`src/rtl/mix_columns_seq.sv`:
```
// Iterative AES MixColumns: one output byte per clock through a single xtime-based multiplier pair.
// Define MIXSEQ_INV_EN to add the `inv` port and the InvMixColumns pre-pass.
module mix_columns_seq (
    input  logic         clk,
    input  logic         rst_n,
    input  logic         start,
`ifdef MIXSEQ_INV_EN
    input  logic         inv,
`endif
    input  logic [127:0] state_in,
    output logic         ready,
    output logic         done,
    output logic [127:0] state_out
);

`ifdef MIXSEQ_INV_EN
    typedef enum logic [1:0] {StIdle, StPre, StMix} st_e;
`else
    typedef enum logic [1:0] {StIdle, StMix} st_e;
`endif

    st_e           st_q, st_d;
    logic [127:0]  s_q, s_d;
    logic [127:0]  out_q, out_d;
    logic [3:0]    cnt_q, cnt_d;
    logic          done_q, done_d;

    function automatic logic [7:0] xtime(input logic [7:0] x);
        return {x[6:0], 1'b0} ^ (x[7] ? 8'h1b : 8'h00);
    endfunction

    // Byte k sits at bits [127-8k -: 8], i.e. a right shift of 8*(15-k).
    function automatic logic [7:0] get_byte(input logic [127:0] v, input logic [3:0] k);
        logic [127:0] t;
        t = v >> {~k, 3'b000};
        return t[7:0];
    endfunction

    // Shared MixColumns datapath for the byte selected by cnt.
    logic [1:0] col, r0, r1, r2, r3;
    logic [7:0] b0, b1, b2, b3, mix_byte;
    logic [6:0] byte_sh;

    always_comb begin
        col      = cnt_q[3:2];
        r0       = cnt_q[1:0];
        r1       = r0 + 2'd1;
        r2       = r0 + 2'd2;
        r3       = r0 + 2'd3;
        b0       = get_byte(s_q, {col, r0});
        b1       = get_byte(s_q, {col, r1});
        b2       = get_byte(s_q, {col, r2});
        b3       = get_byte(s_q, {col, r3});
        mix_byte = xtime(b0) ^ (xtime(b1) ^ b1) ^ b2 ^ b3;
        byte_sh  = {~cnt_q, 3'b000};
    end

`ifdef MIXSEQ_INV_EN
    logic [1:0]  pc_q, pc_d;
    logic [7:0]  a0, a1, a2, a3, u, v;
    logic [6:0]  col_sh;
    logic [31:0] pre_col;

    // Pre-pass turns InvMixColumns into MixColumns: a0^u, a1^v, a2^u, a3^v.
    always_comb begin
        a0      = get_byte(s_q, {pc_q, 2'd0});
        a1      = get_byte(s_q, {pc_q, 2'd1});
        a2      = get_byte(s_q, {pc_q, 2'd2});
        a3      = get_byte(s_q, {pc_q, 2'd3});
        u       = xtime(xtime(a0 ^ a2));
        v       = xtime(xtime(a1 ^ a3));
        pre_col = {a0 ^ u, a1 ^ v, a2 ^ u, a3 ^ v};
        col_sh  = {~pc_q, 5'b00000};
    end
`endif

    always_comb begin
        st_d   = st_q;
        s_d    = s_q;
        out_d  = out_q;
        cnt_d  = cnt_q;
        done_d = 1'b0;
`ifdef MIXSEQ_INV_EN
        pc_d   = pc_q;
`endif
        unique case (st_q)
            StIdle: begin
                if (start) begin
                    s_d   = state_in;
                    cnt_d = 4'd0;
`ifdef MIXSEQ_INV_EN
                    pc_d  = 2'd0;
                    st_d  = inv ? StPre : StMix;
`else
                    st_d  = StMix;
`endif
                end
            end
`ifdef MIXSEQ_INV_EN
            StPre: begin
                s_d  = (s_q & ~({96'b0, 32'hffff_ffff} << col_sh)) | ({96'b0, pre_col} << col_sh);
                pc_d = pc_q + 2'd1;
                if (pc_q == 2'd3) begin
                    st_d = StMix;
                end
            end
`endif
            StMix: begin
                out_d = (out_q & ~({120'b0, 8'hff} << byte_sh)) | ({120'b0, mix_byte} << byte_sh);
                cnt_d = cnt_q + 4'd1;
                if (cnt_q == 4'd15) begin
                    done_d = 1'b1;
                    st_d   = StIdle;
                end
            end
            default: st_d = StIdle;
        endcase
    end

    always_ff @(posedge clk or negedge rst_n) begin
        if (!rst_n) begin
            st_q   <= StIdle;
            s_q    <= 128'h0;
            out_q  <= 128'h0;
            cnt_q  <= 4'd0;
            done_q <= 1'b0;
`ifdef MIXSEQ_INV_EN
            pc_q   <= 2'd0;
`endif
        end else begin
            st_q   <= st_d;
            s_q    <= s_d;
            out_q  <= out_d;
            cnt_q  <= cnt_d;
            done_q <= done_d;
`ifdef MIXSEQ_INV_EN
            pc_q   <= pc_d;
`endif
        end
    end

    assign ready     = (st_q == StIdle);
    assign done      = done_q;
    assign state_out = out_q;

endmodule
```
`config.mk`:
```
export PLATFORM = sky130hd
export DESIGN_NAME = mix_columns_seq
export DESIGN_NICKNAME = d
export VERILOG_FILES = /design/src/rtl/mix_columns_seq.sv
export SDC_FILE = /design/constraint.sdc
export NUM_CORES = 1
export LEC_CHECK = 0
export BUFFER_PORTS_ARGS = -buffer_cell sky130_fd_sc_hd__clkbuf_2
export CORE_ASPECT_RATIO = 0.75
export CORE_UTILIZATION = 40
export DETAILED_ROUTE_END_ITERATION = 10
export PLACE_DENSITY_LB_ADDON = 0.05
export SYNTH_ARGS = -nofsm -noshare
export SYNTH_HDL_FRONTEND = slang
export SYNTH_SLANG_ARGS = --single-unit
```
`constraint.sdc`:
```
create_clock -name clk -period 12 [get_ports clk]
set_input_delay 1.8 -clock clk [delete_from_list [all_inputs] [get_ports clk]]
set_output_delay 1.8 -clock clk [all_outputs]
set_load 0.05 [all_outputs]
```
# --- Word level (Yosys, flattened, before mapping) ---
# Cells that the tools add are included.
word_totals:
  reg_bits: 263
  out_inout_bits: 130
  word_cells: 46
op_classes:
  addsub: 4
  n_eq_ne: 4
  shift: 6
  mux: 9
  n_bitwise: 13
  reduce_logical: 5
ops:
  columns: ["op", "count"]
  rows:
  - ["right shift 128 x 7 -> 8 bit", 4]
  - ["bitwise AND 128 bit", 1]
  - ["NOT 128 bit", 1]
  - ["OR 128 bit", 1]
  - ["<< shifter 8 x 7 -> 128 bit", 1]
  - ["<< shifter 8 x 7 -> 128 bit (first input constant)", 1]
  - ["bitwise XOR 8 bit", 4]
  - ["NOT 4 bit", 4]
  - ["bitwise XOR 8 x 5 -> 8 bit", 2]
  - ["two-way mux 5 bit", 2]
  - ["one-hot mux 4 bit (2 select lines)", 1]
  - ["AND reduction 2 bit", 3]
  - ["adder 2 bit (second input constant)", 2]
  - ["adder 4 x 1 -> 4 bit (second input constant)", 1]
  - ["== test 4 bit (second input constant)", 1]
  - ["two-way mux 2 bit", 2]
  - ["two-way mux 4 bit", 1]
  - ["inequality test 2 bit (second input constant)", 2]
  - ["one-hot mux 2 bit (2 select lines)", 1]
  - ["adder 2 x 1 -> 2 bit (second input constant)", 1]
  - ["== test 2 x 1 -> 1 bit (second input constant)", 1]
  - ["logical NOT 2 bit", 1]
  - ["two-way mux 1 bit", 2]
  - ["nonzero test 2 bit", 1]

# --- Depth between registers and ports, before layout ---
# Gate-level depths: netlist of run 1.
logic_depth:
  ltp_word: 11
  mapped_depth: 18
  mapped_depth_nobuf: 9

# --- Worst setup path before layout of run 1 ---
# OpenSTA, ideal clock, no wires.
synth_path:
  path_type: "register -> register"
  startpoint: "reg cnt_q[1]"
  endpoint: "reg out_q[102] (netlist: state_out[102])"
  setup_time_ps: 133
  t_arrival_ps: 3962
  path_slack_ps: 7905
  stages_incl_launch_ff: 17
  path_buffers: 8
  path_cell_list: "dfrtp_1 > buf_4 > buf_6 > buf_2 > buf_1 > inv_1 > ha_1 > buf_2 > buf_2 > buf_2 > mux4_1 > a22oi_1 > nand2_1 > xnor2_1 > xnor2_1 > clkbuf_1 > o21ai_0"
synth_via:
  elab_chain_len: 10
  word_cells_on_any_way: 22
  cone_classes: "add/sub: 3; shift: 6; bitwise: 13"
synth_lines:
  columns: ["item", "line_no", "rtl"]
  rows:
  - ["start: declaration", "25", "logic [3:0] cnt_q, cnt_d;"]
  - ["start signal: assignment", "134", "cnt_q <= cnt_d;"]
  - ["adder 2 x 1 -> 2 bit", "47", "r1 = r0 + 2'd1;"]
  - ["NOT 4 bit", "35", "t = v >> {~k, 3'b000};"]
  - ["right shift 128 x 7 -> 8 bit", "35", null]
  - ["bitwise XOR 8 x 5 -> 8 bit", "29", "return {x[6:0], 1'b0} ^ (x[7] ? 8'h1b : 8'h00);"]
  - ["bitwise XOR 8 bit (4 in series)", "54", "mix_byte = xtime(b0) ^ (xtime(b1) ^ b1) ^ b2 ^ b3;"]
  - ["<< shifter 8 x 7 -> 128 bit", "109", "out_d = (out_q & ~({120'b0, 8'hff} << byte_sh)) | ({120'b0, mix_byte} << byte_sh);"]
  - ["OR 128 bit (*)", "109", null]
  - ["end signal: assignment", "133", "out_q <= out_d;"]
  - ["end: declaration", "24", "logic [127:0] out_q, out_d;"]
# Mark *: on every way between the ends. The rest lies on a longest branch, timed or not.
# A chain may end at the register's enable or synchronous reset.

# --- Worst setup path after layout of run 1 ---
layout_path:
  startpoint: "reg cnt_q[0]"
  endpoint: "reg out_q[99] (netlist: state_out[99])"
layout_via:
  elab_chain_len: 11
  word_cells_on_any_way: 24
  cone_classes: "add/sub: 3; shift: 6; mux: 2; bitwise: 13"
layout_lines:
  columns: ["item", "line_no"]
  rows:
  - ["adder 2 x 1 -> 2 bit", "47"]
  - ["NOT 4 bit", "35"]
  - ["right shift 128 x 7 -> 8 bit", "35"]
  - ["two-way mux 5 bit", "29"]
  - ["bitwise XOR 8 x 5 -> 8 bit", "29"]
  - ["bitwise XOR 8 bit (4 in series)", "54"]
  - ["<< shifter 8 x 7 -> 128 bit", "109"]
  - ["OR 128 bit (*)", "109"]
# Marked as above.

==> results of run 1 <==
logic make-up (layout without fill, tap and decap cells):
kind of cell             after synthesis  in the layout  share of synthesized area
XOR/XNOR                              55             55                     0.0377
adder cells (fa/ha/maj)                6              6                    0.00532
multiplexers                         279            279                      0.326
other                                  0              2                          0
flip-flops                           262            262                      0.465
AND/OR/NAND/NOR                      179            179                     0.0502
buffers and inverters                 71            329                     0.0313
AO/OA/AOI/OAI                        176            176                     0.0847
cells in the final DEF, fill, tap and decap left out, types with 2 or more instances in the layout:
cell	instances
nor3_1	8
nor2_1	19
nand3_1	9
mux4_1	22
a22oi_1	28
and2_1	3
mux4_2	103
ha_1	5
nand2_1	137
dfrtp_1	260
xnor3_1	2
mux2i_1	26
clkbuf_1	3
clkinv_2	4
xor2_1	13
buf_4	12
xnor2_1	33
dfrtp_4	2
diode_2	2
inv_2	2
a221oi_2	6
a22o_1	47
mux2_2	128
clkinv_4	3
bufinv_16	8
inv_1	2
clkbuf_2	259
clkbuf_16	29
clkbuf_8	3
o21ai_0	82
o21ai_1	9
xnor2_2	7
cell type report:
cell class | instances | area, µm²
diodes | 2 | 5.00
clock buffers | 35 | 778
clock inverters | 16 | 294
fillers | 3166 | 17900
inverters | 5 | 18.8
multi-input cells | 695 | 7160
flip-flops and latches | 262 | 6560
well taps | 457 | 572
repair buffers | 273 | 1420
cells in the mapped netlist:
master,number
mux4_1,22
mux2_2,128
nand3_1,9
xnor2_1,37
clkinv_1,1
mux2i_1,26
nor3_1,8
nor2b_1,3
ha_1,6
and2_1,3
buf_4,3
a22o_1,47
o22ai_1,1
nor2_1,19
dfrtp_1,262
inv_2,2
a221oi_2,6
a221oi_1,1
nand2_1,137
inv_1,2
xnor3_1,2
xnor2_2,3
o31ai_1,1
a22oi_1,28
clkbuf_1,30
buf_1,5
buf_2,15
buf_8,1
mux4_2,103
buf_12,5
o21ai_0,82
o21ai_1,9
buf_6,7
xor2_1,13
a21oi_1,1
path summary, 6_finish.rpt:
path / slack (ns) / endpoint / startpoint
max: 7.18 / state_out[99] / cnt_q[0]
min: 0.48 / state_out[6] / state_out[6]
max reg2reg: 7.18 / state_out[99] / cnt_q[0]
min reg2reg: 0.48 / state_out[6] / state_out[6]
max in group asynchronous: 9.23 / cnt_q[0] / rst_n
min in group asynchronous: 1.27 / s_q[66] / rst_n
sequential cells by signal (all words and copies together) (netlist names):
register	count
state_out	128
done	1
st_q	1
s_q	128
cnt_q	4
through the flow:
step	std cells	utilization
after floorplan	1028	-
after global placement	1692	0.454
after detailed placement	1692	0.454
after CTS	1743	0.484
after global routing	1744	0.485
final	1745	0.485
worst max-delay path, stage by stage, from the launching register on:
cell     delay [ns]
dfrtp_4        0.79
inv_2          0.26
ha_4           1.04
mux2i_1        0.36
xnor2_1        0.12
mux4_2         0.53
xnor2_1        0.17
mux2i_1        0.18
xnor2_2        0.94
o21ai_0        0.22
per-layer routing:
layer | global-route usage | up-vias
met4 | 0.0483 | 0
met1 | 0.394 | 5246
met5 | 0 | -
met3 | 0.0414 | 54
li1 | - | 4413
met2 | 0.299 | 358
==> qor.yml, run 1 <==
timing:
  min_period_over_period: 0.401
  slew_viol_final: 0
  fin_setup_tns_ns: 0
  max_freq_ghz: 0.208
  tightest_slew_ns: 1.15
  setup_violations: 0
  postLayoutSetupSlackWorst_ns: 7.18
  slew_headroom: 0.229
  rsz0062_at_grt: "false"
  period_minus_slack_ns: 4.82
  hold_violations: 0
  worst_hold_slack_ns: 0.480
  skew_ns: 0.0199
final_layout:
  drive_above_1_share: 0.445
  area_growth_pct: 19.2
  nets: 1403
  design_area_um2: 16800
outcome:
  outcome: "finished clean"
place:
  gp_congestion: 0.783
  post-dp-hpwl_mm: 29.2
  place_ws_ns: 7.15
  numPortBuffers: 260
  post_dp_cell_area_um2: 15700
setup_path:
  cp.required_ns: 12.37
  cp_max_fo: 68
  critPathKind: "reg -> reg"
  crit_path_end_kind: "flip-flop"
  rr_worst_depth: 9
  arrival_ns: 5.19
  critPathLaunchType: "flip-flop"
worst_hold_path:
  hold_depth: 2
  hold_path_class: "reg -> reg"
global_route:
  grt_pass1_wl_mm: 62.7
  overflow: 0
  grt_pass1_vias: 9651
  antenna_found_initial: 1
  track_usage: 0.233
  grt_max_degree: 160
floorplanning:
  row_count: 59
  core_area_um2: 34700
  fp.dieH_um: 165
  io_pins: 261
  initial_utilization: 0.407
  die_w_um: 219
  dieArea_um2: 36000
synthesis:
  syn_avg_cell_area_um2: 13.7
  yosys.area.top_type: "dfrtp_1"
  synth_top_area_frac: 0.465
  synth_cell_types: 35
  synthCells: 1028
  synthTopCellsByArea: "dfrtp_1 (46%), mux4_2 (16%), mux2_2 (10%)"
  synth_warnings: 0
  seq_area_frac_synth: 0.465
  netlist_area_um2: 14100
  synth_seq_cells: 262
  syn-num-nets: 1165
route:
  num_vias: 10100
  drc: 0
  via_per_inst: 5.77
  dr.pass1.iters: 7
  ant_nets: 0
  initialDrtViolationCount: 818
  wl_met2_mm: 16.4
  dr_wl_met3_mm: 2.49
  dr.max_layer_used: "met4"
  wirelength_mm: 41.3
  drt-met1-wl_mm: 21.6
  post_drt_wl_per_cell_um: 23.6
clocking:
  htree_num_levels: 1
  clk_pin_slew_ns: 0.07
  cts.sinks: 262
  worstSkewPairLatency_ns: 0.56
  cts_buffers: 29
  post-cts-setup-buffers: 0
  cts_tree: "done"
  cts_resized: 0
  postCtsHoldBufs: 0
  cts_max_path_buffers: 3
  root_buffer: "clkbuf_16"
run:
  cap_violations: 0
Power of run 1 is left out: the tool's default activity adds up to more than one toggle a clock period on the data nets, which glitch-free logic cannot reach.
==> run 2: changes to the inputs <==
==> constraint.sdc (replaced) <==
create_clock -name clk -period 4.55 [get_ports clk]
set_input_delay 0.6825 -clock clk [delete_from_list [all_inputs] [get_ports clk]]
set_output_delay 0.6825 -clock clk [all_outputs]
set_load 0.05 [all_outputs]
==> run 2 against run 1 <==
Compared with the run above:
- global-route usage down 0.37 points
- first-iteration DRC count grew 2.1%
- non-clock buffer count increased by 3
- setup slack worse by 6.4 ns
- via count decreased by 1.3%
- final cell count hardly changed
- clock skew down 0.0076 ns
- largest cell class unchanged
==> qor.yml, run 2 (same netlist as run 1, synthesis figures left out) <==
floorplanning:
  initial_utilization: 0.407
  io_pins: 261
  fp.dieH_um: 165
  row_count: 59
  core_area_um2: 34700
  dieArea_um2: 36000
  die_w_um: 219
clocking:
  cts_tree: "done"
  cts.sinks: 262
  post-cts-setup-buffers: 0
  postCtsHoldBufs: 0
  cts_resized: 0
  worstSkewPairLatency_ns: 0.56
  cts_max_path_buffers: 3
  htree_num_levels: 1
  root_buffer: "clkbuf_16"
  cts_buffers: 28
  clk_pin_slew_ns: 0.06
place:
  place_ws_ns: 0.718
  numPortBuffers: 260
  post-dp-hpwl_mm: 29.1
  gp_congestion: 0.793
  post_dp_cell_area_um2: 15800
route:
  initialDrtViolationCount: 835
  dr.pass1.iters: 5
  via_per_inst: 5.69
  ant_nets: 0
  num_vias: 9942
  post_drt_wl_per_cell_um: 23.5
  wirelength_mm: 41.0
  drc: 0
global_route:
  overflow: 0
  grt_max_degree: 137
  grt_pass1_vias: 9469
  track_usage: 0.229
  antenna_found_initial: 0
  grt_pass1_wl_mm: 61.9
setup_path:
  critPathKind: "reg -> reg"
  crit_path_end_kind: "flip-flop"
  arrival_ns: 4.16
  cp_max_fo: 136
  critPathLaunchType: "flip-flop"
  cp.required_ns: 4.93
final_layout:
  final_cell_mix: "dfrtp_1 (260), clkbuf_2 (259), nand2_1 (137), mux2_2 (128), mux4_2 (103)"
  drive_above_1_share: 0.441
  nets: 1405
  multiInputGateArea_um2: 7160
  regArea_um2: 6560
  fillCellCount: 3171
  area_growth_pct: 18.3
  design_area_um2: 16700
  layout_commonest_cell: "dfrtp_1"
  antennaDiodeCount: 0
worst_hold_path:
  hold_path_class: "in -> async"
run:
  cap_violations: 0
timing:
  postLayoutSetupSlackWorst_ns: 0.767
  period_minus_slack_ns: 3.78
  rsz0062_at_grt: "false"
  fin_setup_tns_ns: 0
  min_period_over_period: 0.831
  skew_ns: 0.0123
  worst_hold_slack_ns: 0.0951
  max_freq_ghz: 0.264
  slew_headroom: 0.242
  tightest_slew_ns: 1.13
  setup_violations: 0
  slew_viol_final: 0
  hold_violations: 0
outcome:
  outcome: "finished clean"
## run 2: changes by cell type in the layout (fill, tap and decap cells not counted)
cell	delta
clkbuf_8	+1
clkbuf_1	+7
clkinv_2	+1
diode_2	-2
clkinvlp_4	+1
buf_4	-2
inv_6	+1
bufinv_16	-8
buf_12	+5
clkinv_4	-3
## run 2: stage by stage
stage / util / instances
floorplan: - / 1028
global placement: 0.456 / 1695
detailed placement: 0.456 / 1695
CTS: 0.481 / 1746
global route: 0.481 / 1746
finish: 0.481 / 1746
## run 2: worst paths after layout
check | from | to | slack (ns) | cells past startpoint
setup / recovery | cnt_q[0] | state_out[70] | 0.77 | 8
hold / removal | rst_n | s_q[82] | 0.1 | 1
setup reg to reg | cnt_q[0] | state_out[70] | 0.77 | 8
hold reg to reg | state_out[100] | state_out[100] | 0.48 | 2
max in group asynchronous | rst_n | state_out[56] | 3.48 | 2
min in group clk | state_in[15] | s_q[15] | 0.35 | 2
## run 2: metal layers
layer | global-route usage | share of wire
met5 | 0 | 0
met1 | 0.389 | 0.52
met4 | 0.0341 | 0.012
met3 | 0.0398 | 0.061
met2 | 0.299 | 0.40
## run 2: final cells by class
type / instances / area share
multi-input combinational: 695 / 0.429
clock inverter: 8 / 0.00292
clock buffer: 43 / 0.0490
tap: 457 / 0.0343
inverter: 5 / 0.00112
sequential: 262 / 0.393
timing repair buffer: 276 / 0.0903
## run 2: worst max-delay path, stage by stage, from the launching register on
cell,delay [ns]
dfrtp_4,0.43
buf_12,0.64
mux4_2,0.60
a22o_1,0.25
a221oi_1,0.28
xnor2_1,0.14
xnor2_1,0.18
xnor2_2,0.81
o21ai_0,0.23
Power of run 2 is left out for the same reason.
